<file path="src/rtl/mips_decode_pipe_if.sv">
// Fetch/execute-side signals of the buffered MIPS arithmetic decoder.
interface mips_decode_pipe_if #(
    parameter int unsigned DEPTH     = 2,
    parameter int unsigned EXC_CNT_W = 8
);
    localparam int unsigned OCC_W = $clog2(DEPTH + 1);

    logic                 in_valid;
    logic                 in_ready;
    logic [31:0]          insn;
    logic                 flush;
    logic                 out_valid;
    logic                 out_ready;
    logic [4:0]           out_rs;
    logic [4:0]           out_rt;
    logic [4:0]           out_wreg;
    logic [31:0]          out_imm;
    logic [1:0]           out_alu_src2;
    logic [2:0]           out_alu_op;
    logic                 out_writeenable;
    logic                 out_except;
    logic [OCC_W-1:0]     occupancy;
    logic [EXC_CNT_W-1:0] exc_count;
    logic                 exc_sticky;
    logic                 exc_clear;

    modport slave (
        input  in_valid, insn, flush, out_ready, exc_clear,
        output in_ready, out_valid, out_rs, out_rt, out_wreg, out_imm,
               out_alu_src2, out_alu_op, out_writeenable, out_except,
               occupancy, exc_count, exc_sticky
    );

    modport master (
        output in_valid, insn, flush, out_ready, exc_clear,
        input  in_ready, out_valid, out_rs, out_rt, out_wreg, out_imm,
               out_alu_src2, out_alu_op, out_writeenable, out_except,
               occupancy, exc_count, exc_sticky
    );
endinterface

</file>
<file path="src/rtl/mips_decode_pipe.sv">
// MIPS arithmetic-subset decoder feeding a DEPTH-entry result FIFO,
// with saturating exception accounting on accepted illegal instructions.
module mips_decode_pipe #(
    parameter int unsigned DEPTH     = 2,
    parameter int unsigned EXC_CNT_W = 8
) (
    input  logic               clock,
    input  logic               reset,
    mips_decode_pipe_if.slave  bus
);
    localparam int unsigned OCC_W = $clog2(DEPTH + 1);
    localparam int unsigned PTR_W = $clog2(DEPTH);

    typedef struct packed {
        logic [4:0]  rs;
        logic [4:0]  rt;
        logic [4:0]  wreg;
        logic [31:0] imm;
        logic [1:0]  alu_src2;
        logic [2:0]  alu_op;
        logic        writeenable;
        logic        except;
    } entry_t;

    entry_t               mem [DEPTH];
    entry_t               dec_c;
    entry_t               head_c;
    logic [PTR_W-1:0]     wr_ptr;
    logic [PTR_W-1:0]     rd_ptr;
    logic [OCC_W-1:0]     occ;
    logic [EXC_CNT_W-1:0] exc_cnt;
    logic                 exc_stk;
    logic                 push_c;
    logic                 pop_c;
    logic                 exc_push_c;
    logic                 recog_c;
    logic                 i_fmt_c;

    wire [5:0] opcode = bus.insn[31:26];
    wire [5:0] funct  = bus.insn[5:0];

    // Decode; non-zero opcodes take their destination from rt.
    always_comb begin
        recog_c        = 1'b0;
        dec_c          = '0;
        dec_c.rs       = bus.insn[25:21];
        dec_c.rt       = bus.insn[20:16];
        i_fmt_c        = (opcode != 6'h00);
        if (opcode == 6'h00) begin
            recog_c = 1'b1;
            case (funct)
                6'h20:   dec_c.alu_op = 3'b010;
                6'h22:   dec_c.alu_op = 3'b011;
                6'h24:   dec_c.alu_op = 3'b100;
                6'h25:   dec_c.alu_op = 3'b101;
                6'h27:   dec_c.alu_op = 3'b110;
                6'h26:   dec_c.alu_op = 3'b111;
                default: recog_c = 1'b0;
            endcase
        end else begin
            recog_c = 1'b1;
            case (opcode)
                6'h08:   begin dec_c.alu_op = 3'b010; dec_c.alu_src2 = 2'b01; end
                6'h0c:   begin dec_c.alu_op = 3'b100; dec_c.alu_src2 = 2'b10; end
                6'h0d:   begin dec_c.alu_op = 3'b101; dec_c.alu_src2 = 2'b10; end
                6'h0e:   begin dec_c.alu_op = 3'b111; dec_c.alu_src2 = 2'b10; end
                default: recog_c = 1'b0;
            endcase
        end
        dec_c.wreg        = i_fmt_c ? bus.insn[20:16] : bus.insn[15:11];
        dec_c.imm         = (dec_c.alu_src2 == 2'b01)
                          ? {{16{bus.insn[15]}}, bus.insn[15:0]}
                          : {16'h0000, bus.insn[15:0]};
        dec_c.writeenable = recog_c && (dec_c.wreg != 5'd0);
        dec_c.except      = !recog_c;
    end

    assign push_c     = bus.in_valid && bus.in_ready;
    assign pop_c      = bus.out_valid && bus.out_ready;
    assign exc_push_c = push_c && !bus.flush && dec_c.except;

    // Pointers and occupancy; flush discards contents and any same-cycle push.
    always_ff @(posedge clock) begin
        if (reset) begin
            wr_ptr <= '0;
            rd_ptr <= '0;
            occ    <= '0;
        end else if (bus.flush) begin
            wr_ptr <= '0;
            rd_ptr <= '0;
            occ    <= '0;
        end else begin
            if (push_c) wr_ptr <= wr_ptr + PTR_W'(1);
            if (pop_c)  rd_ptr <= rd_ptr + PTR_W'(1);
            if (push_c && !pop_c)      occ <= occ + OCC_W'(1);
            else if (!push_c && pop_c) occ <= occ - OCC_W'(1);
        end
    end

    // Payload storage needs no reset; empty-FIFO outputs are masked below.
    always_ff @(posedge clock) begin
        if (push_c && !bus.flush && !reset) mem[wr_ptr] <= dec_c;
    end

    // Exception accounting; a new event in the clearing cycle survives it.
    always_ff @(posedge clock) begin
        if (reset) begin
            exc_cnt <= '0;
            exc_stk <= 1'b0;
        end else if (bus.exc_clear) begin
            exc_cnt <= exc_push_c ? EXC_CNT_W'(1) : '0;
            exc_stk <= exc_push_c;
        end else if (exc_push_c) begin
            if (exc_cnt != '1) exc_cnt <= exc_cnt + EXC_CNT_W'(1);
            exc_stk <= 1'b1;
        end
    end

    assign head_c = (occ != '0) ? mem[rd_ptr] : '0;

    assign bus.in_ready        = (occ != OCC_W'(DEPTH));
    assign bus.out_valid       = (occ != '0);
    assign bus.out_rs          = head_c.rs;
    assign bus.out_rt          = head_c.rt;
    assign bus.out_wreg        = head_c.wreg;
    assign bus.out_imm         = head_c.imm;
    assign bus.out_alu_src2    = head_c.alu_src2;
    assign bus.out_alu_op      = head_c.alu_op;
    assign bus.out_writeenable = head_c.writeenable;
    assign bus.out_except      = head_c.except;
    assign bus.occupancy       = occ;
    assign bus.exc_count       = exc_cnt;
    assign bus.exc_sticky      = exc_stk;
endmodule

</file>
<file path="src/flat_wrapper.sv">
// flat-port wrapper written by rule: the top's interface ports become plain ports
module mips_decode_pipe_flat 
#(
    parameter int unsigned DEPTH     = 2,
    parameter int unsigned EXC_CNT_W = 8
)
  (clock, reset, bus_in_valid, bus_insn, bus_flush, bus_out_ready, bus_exc_clear, bus_in_ready, bus_out_valid, bus_out_rs, bus_out_rt, bus_out_wreg, bus_out_imm, bus_out_alu_src2, bus_out_alu_op, bus_out_writeenable, bus_out_except, bus_occupancy, bus_exc_count, bus_exc_sticky);
  mips_decode_pipe_if #(.DEPTH(DEPTH), .EXC_CNT_W(EXC_CNT_W)) bus_i ();
  input  logic clock;
  input  logic reset;
  input wire logic [$bits(bus_i.in_valid)-1:0] bus_in_valid;
  input wire logic [$bits(bus_i.insn)-1:0] bus_insn;
  input wire logic [$bits(bus_i.flush)-1:0] bus_flush;
  input wire logic [$bits(bus_i.out_ready)-1:0] bus_out_ready;
  input wire logic [$bits(bus_i.exc_clear)-1:0] bus_exc_clear;
  output wire logic [$bits(bus_i.in_ready)-1:0] bus_in_ready;
  output wire logic [$bits(bus_i.out_valid)-1:0] bus_out_valid;
  output wire logic [$bits(bus_i.out_rs)-1:0] bus_out_rs;
  output wire logic [$bits(bus_i.out_rt)-1:0] bus_out_rt;
  output wire logic [$bits(bus_i.out_wreg)-1:0] bus_out_wreg;
  output wire logic [$bits(bus_i.out_imm)-1:0] bus_out_imm;
  output wire logic [$bits(bus_i.out_alu_src2)-1:0] bus_out_alu_src2;
  output wire logic [$bits(bus_i.out_alu_op)-1:0] bus_out_alu_op;
  output wire logic [$bits(bus_i.out_writeenable)-1:0] bus_out_writeenable;
  output wire logic [$bits(bus_i.out_except)-1:0] bus_out_except;
  output wire logic [$bits(bus_i.occupancy)-1:0] bus_occupancy;
  output wire logic [$bits(bus_i.exc_count)-1:0] bus_exc_count;
  output wire logic [$bits(bus_i.exc_sticky)-1:0] bus_exc_sticky;
  assign bus_i.in_valid = bus_in_valid;
  assign bus_i.insn = bus_insn;
  assign bus_i.flush = bus_flush;
  assign bus_i.out_ready = bus_out_ready;
  assign bus_i.exc_clear = bus_exc_clear;
  assign bus_in_ready = bus_i.in_ready;
  assign bus_out_valid = bus_i.out_valid;
  assign bus_out_rs = bus_i.out_rs;
  assign bus_out_rt = bus_i.out_rt;
  assign bus_out_wreg = bus_i.out_wreg;
  assign bus_out_imm = bus_i.out_imm;
  assign bus_out_alu_src2 = bus_i.out_alu_src2;
  assign bus_out_alu_op = bus_i.out_alu_op;
  assign bus_out_writeenable = bus_i.out_writeenable;
  assign bus_out_except = bus_i.out_except;
  assign bus_occupancy = bus_i.occupancy;
  assign bus_exc_count = bus_i.exc_count;
  assign bus_exc_sticky = bus_i.exc_sticky;
  mips_decode_pipe #(.DEPTH(DEPTH), .EXC_CNT_W(EXC_CNT_W)) u_core (.clock(clock), .reset(reset), .bus(bus_i));
endmodule
</file>
<file path="config.mk">
export PLATFORM = sky130hd
export DESIGN_NAME = mips_decode_pipe_flat
export DESIGN_NICKNAME = d
export VERILOG_FILES = /design/src/rtl/mips_decode_pipe_if.sv /design/src/rtl/mips_decode_pipe.sv /design/src/flat_wrapper.sv
export SDC_FILE = /design/constraint.sdc
export NUM_CORES = 1
export LEC_CHECK = 0
export BUFFER_PORTS_ARGS = -buffer_cell sky130_fd_sc_hd__buf_4
export CAP_MARGIN = 30
export CORE_MARGIN = 1
export CORE_UTILIZATION = 52
export DETAILED_ROUTE_END_ITERATION = 6
export PLACE_DENSITY = 0.79
export SLEW_MARGIN = 30
export SYNTH_ARGS = -nofsm -noshare
export SYNTH_HDL_FRONTEND = slang
export SYNTH_SLANG_ARGS = --single-unit
</file>
<file path="constraint.sdc">
create_clock -name clock -period 5.9 [get_ports clock]
set_input_delay 0.295 -clock clock [delete_from_list [all_inputs] [get_ports clock]]
set_output_delay 0.295 -clock clock [all_outputs]
set_load 0.02 [all_outputs]
</file>
### Word level (Yosys, flattened, before mapping)

Memories as Yosys holds them, arrays and structs flattened. A register that Yosys moved wholly into a read port is not among the register bits.
Cells that the tools add are included.

| storage, ports and cells | value |
|---|---|
| register bits | 13 |
| RAM bits | 108 |
| input bits | 38 |
| output and inout bits | 67 |
| logic and storage cells | 70 |
| memories kept | 1 |

Memory list:

| name | depth | width | read ports | clocked after memory_dff | write ports | line | text |
|---|---|---|---|---|---|---|---|
| u_core.mem | 2 | 54 | 1 | 1 | 1 | mips_decode_pipe.sv:25 | `entry_t mem [DEPTH];` |

| cells by class | value |
|---|---|
| add/sub/neg operators | 5 |
| eq/ne operators | 13 |
| mux-type cells | 22 |
| reductions and logical operators | 24 |

Operators by type and width:

| cell | count |
|---|---|
| 2-to-1 mux 54 bit | 1 |
| == test 6 bit (second input constant) | 6 |
| 2-to-1 mux 32 bit | 1 |
| == test 6 x 4 -> 1 bit (second input constant) | 4 |
| 2-to-1 mux 8 bit | 3 |
| case mux 5 bit (4 select lines) | 1 |
| case mux 3 bit (6 select lines) | 1 |
| 2-to-1 mux 1 bit | 10 |
| adder 8 x 1 -> 8 bit (second input constant) | 1 |
| logical AND 1 bit | 8 |
| inequality test 8 bit (second input constant) | 1 |
| nonzero test 2 bit | 4 |
| logical NOT 6 bit | 1 |
| 2-to-1 mux 2 bit | 3 |
| nonzero test 6 bit | 1 |
| OR reduction 6 bit | 1 |
| logical NOT 1 bit | 5 |
| 2-to-1 mux 5 bit | 1 |
| nonzero test 5 bit | 1 |
| OR reduction 4 bit | 1 |
| 2-to-1 mux 3 bit | 1 |
| adder 1 bit (second input constant) | 2 |
| adder 2 x 1 -> 2 bit (second input constant) | 1 |
| == test 2 x 1 -> 1 bit (second input constant) | 1 |
| other kinds (4) | 4 |

### Depth between registers and ports, before layout

| depth | value |
|---|---|
| depth in word-level cells | 8 |
| depth in mapped cells | 8 |
| gate-level depth less buffers | 8 |

### Worst setup path before layout

OpenSTA, ideal clock, no wires.

| timing path | value |
|---|---|
| kind | register to register |
| start point | register u_core.occ[0] (netlist: u_core.bus.occupancy[0]) |
| end point | memory u_core.mem[1][0] (netlist bit) (enable) |
| data arrival time | 4.943 ns |
| data required time | 5.354 ns |
| path slack | 0.411 ns |
| stages on the path, launching flop included | 4 |
| path buffers | 0 |
| clock period less this slack | 5.489 ns |
| path through | dfxtp_1 > or2b_2 > nand2_1 > nor4b_1 |

| on the way | value |
|---|---|
| longest elaborated chain between the ends | 6 |

RTL lines:

| element | line | text |
|---|---|---|
| from (decl) | mips_decode_pipe.sv:30 | `logic [OCC_W-1:0] occ;` |
| from (signal assigned) | mips_decode_pipe.sv:95 | `if (push_c && !pop_c) occ <= occ + OCC_W'(1);` |
| from (signal assigned) | mips_decode_pipe.sv:96 | `else if (!push_c && pop_c) occ <= occ - OCC_W'(1);` |
| inequality test 2 bit | mips_decode_pipe.sv:121 | `assign bus.in_ready = (occ != OCC_W'(DEPTH));` |
| via bus_in_ready | flat_wrapper.sv:16 | `output wire logic [$bits(bus_i.in_ready)-1:0] bus_in_ready;` |
| logical AND 1 bit | mips_decode_pipe.sv:78 | `assign push_c = bus.in_valid && bus.in_ready;` |
| logical AND 1 bit (2 in series) | mips_decode_pipe.sv:102 | `if (push_c && !bus.flush && !reset) mem[wr_ptr] <= dec_c;` |
| 2-to-1 mux 1 bit | mips_decode_pipe.sv:102 |  |
| 2-to-1 mux 1 bit (not written as such) | mips_decode_pipe.sv:102 |  |
| to (decl) | mips_decode_pipe.sv:25 |  |

The timed path passes the listed nets, and every way through them passes these cells.

==> run summary <==
Post-synthesis mux area share: 0.1192
M2 GR Usage: 0.3487
Post-CTS Hold Fix Bufs: 0
Reg-to-reg setup timing slack: 4.00 ns
Post-Syn Nets: 336
Hold path cells: 1
Clock Sinks: 92
Mapped Area: 4000 sq um
Final period util: 0.4353
Routing usage on met3: 0.05499
Via/cell ratio: 5.316
DP Area: 4771 sq um
Multi-input combinational cell area: 1209 sq um
Vias in the first global route: 2636
Initial DRC count: 109
Setup ws final: 3.332 ns
Layout cells sized above 1: 0.3632
Setup violators final: 0
Core footprint: 7331 sq um
CP required: 5.61 ns
Syn. warnings: 0
Seq/Total Area, Yosys: 0.6556
Syn avg cell area: 13.51 sq um
Clock skew: 0.009795 ns
Clk slew on worst S/H paths: 0.09 ns
Share of the synthesized area in the top cell type: 0.5855
Psw: 0.3348 mW
Status: complete, no violations
All-layer global routing usage: 0.1926
RR Startpoint: u_core.bus.occupancy[0]
Count leader, synth: edfxtp_1
Remaining global-route overflow: 0
Total of max-cap violations: 0
Critical path class: register to primary output
Via count: 2605
ANT nets after route: 0
Post-Synth XOR/XNOR Area: 0.01533
FF+latch area: 2624 sq um
CP endpoint: bus_out_imm[18]
Port-buffer cells: 104
WL/cell: 15.48 microns
Clock share of power: 0.302
Final Slew Violations: 0
Slew headroom: 0.4652
Post-synthesis compound-gate area fraction: 0.04285
Yosys cell types: 47
Setup Fix Bufs, Post-CTS: 0
Fill cells: 517
GR peak layer: met2
Diodes inserted: 0
Final Net Count: 426
Peak supply drop: 0.1448 mV
Commonest cells post-synth: edfxtp_1 (78), nor2_1 (46), mux2i_1 (42), buf_4 (15), dfxtp_1 (14)
Largest family of logic cells by synthesized area: multiplexers
Sw Ratio: 0.2504
Area contributors post-synth: edfxtp_1 (59%), mux2i_1 (11%), dfxtp_1 (7.0%), nor2_1 (4.3%), buf_4 (2.8%)
Combinational Power Share: 0.156
Iteration count of the initial detailed-routing pass: 4
Drt total wl: 7586 microns
CTS root buf: clkbuf_8
Largest net degree at the start of global routing: 41
Async set or reset register ratio after synthesis: 0
Die span in y: 89.71 microns
Initial cell density of the core: 0.5457
Initial antenna violation count: 0
Mapped Cells: 296
Crit path capture type: primary output
Gpl congestion: 0.7883
Hold crit path type: input port to register
#FFs+latches synth: 92
Post-synthesis simple-gate area fraction: 0.1135
Worst slack, placed: 3.662 ns
Flop pwr share: 0.542
CTS tree: done
First-pass GRT wire length: 12110 microns
Startpoint Class: register
Least-Margin Pin Slew: 0.7993 ns
Maximum clock frequency: 389.4 MHz
Drt drc: 0
Final HPWL DP: 5035 microns
CTS H-tree depth: 3
Worst-Skew Late Latency: 0.34 ns
Rows: 31
Leading area contributor after synthesis: edfxtp_1
Global Route met1 Usage: 0.2106
Final Cell Area: 4989 sq um
Synthesis-to-finish area growth: 24.71%
Reg2reg end: u_core.bus.exc_count[6]
Critical Path Fanout Max: 39
TritonCTS buffer count: 9
Post-synth top flop: edfxtp_1
Crit path arrival time: 2.27 ns
RSZ-0062 raised after global routing: false
Number of gates resized after CTS: 0
Leak: 1.850 nW
Adder-cell area share of the yosys netlist: 0.006256
Post-synth EDFFs: 78
Internal Pwr Total: 1.002 mW
Depth of the most critical reg-to-reg path: 5
Min cycle time layout: 2.568 ns
Full die area: 8047 sq um
Setup TNS: 0 ns
Clock Tree Buf Depth: 2
Hold Vio Cnt, Final: 0
PwrDens: 268.0 nW/um^2
Ports: 105
Die width: 89.71 microns
==> layout make-up <==
class	count	share of cell area
clock buffer	9	0.02483
clock inverter	7	0.01329
inverter	3	0.002257
multi-input combinational	172	0.2423
sequential	92	0.5260
tap	99	0.02483
timing repair buffer	108	0.1665
==> layout by cell type (no fill, tap or decap), types with 3 or more instances in the layout <==
cell        n
buf_4     107
inv_1       3
a21oi_1     7
mux2i_1    42
o21ai_0     3
clkinv_2    3
nand3_1     3
edfxtp_1   78
dfxtp_1    13
or4_1       4
mux2_2      5
nor3_1      7
nand2_1     8
and3_1      4
clkbuf_8    9
nor2_1     45
xor2_1      5
nor2b_1     3
==> how the worst min path moves through the flow <==
stage                          startpoint                    end  slack, ns
finish                        bus_insn[9]      u_core.mem[0][16]       0.13
global placement    u_core.bus.exc_sticky  u_core.bus.exc_sticky       0.46
detailed placement  u_core.bus.exc_sticky  u_core.bus.exc_sticky       0.47
CTS                          bus_insn[10]      u_core.mem[0][17]       0.11
global route                  bus_insn[9]      u_core.mem[0][16]       0.11
floorplan                     bus_insn[3]      u_core.mem[0][10]       0.39
==> cells by family (layout without fill, tap and decap cells) <==
logic type	after synthesis	in the layout
flops	92	92
simple gates	92	92
mux	47	47
buf+inv	32	127
compound gates	24	24
xor+xnor	7	7
fa+ha+maj	2	2
==> per-layer routing <==
metal	vias up	routed length [microns]
met5	-	0
met4	0	77
met3	6	453
met2	78	4063
met1	1266	2991
li1	1255	-
==> power by group through the flow <==
stage / registers, mW / logic, mW / clock network (mW)
floorplan: 0.742 / 0.117 / 0
global placement: 0.739 / 0.199 / 0
detailed placement: 0.740 / 0.204 / 0
CTS: 0.725 / 0.204 / 0.411
global route: 0.726 / 0.225 / 0.438
finish: 0.725 / 0.209 / 0.403
==> flip-flops by register name (all words and copies together) (netlist names), named ones only <==
name / cells
u_core.bus.exc_count: 8
u_core.bus.exc_sticky: 1
u_core.bus.occupancy: 2
u_core.mem: 78
u_core.rd_ptr: 1
u_core.wr_ptr: 1
==> per-stage QoR <==
step / hold WS, ns / instances / utilization / power (mW)
global placement: 0.4633 / 473 / 0.6508 / 0.9381
floorplan: 0.3939 / 296 / - / 0.8590
finish: 0.1276 / 490 / 0.6805 / 1.337
detailed placement: 0.4676 / 473 / 0.6508 / 0.9437
CTS: 0.1118 / 489 / 0.6767 / 1.340
global route: 0.1050 / 490 / 0.6805 / 1.389
==> critical path, cell delays in order, from the launching register on <==
cell and delay [ns]:
dfxtp_2 0.32, buf_4 0.51, mux2i_1 0.16, nor2_1 0.63, buf_4 0.27
Power figures use the tool's default switching activity.
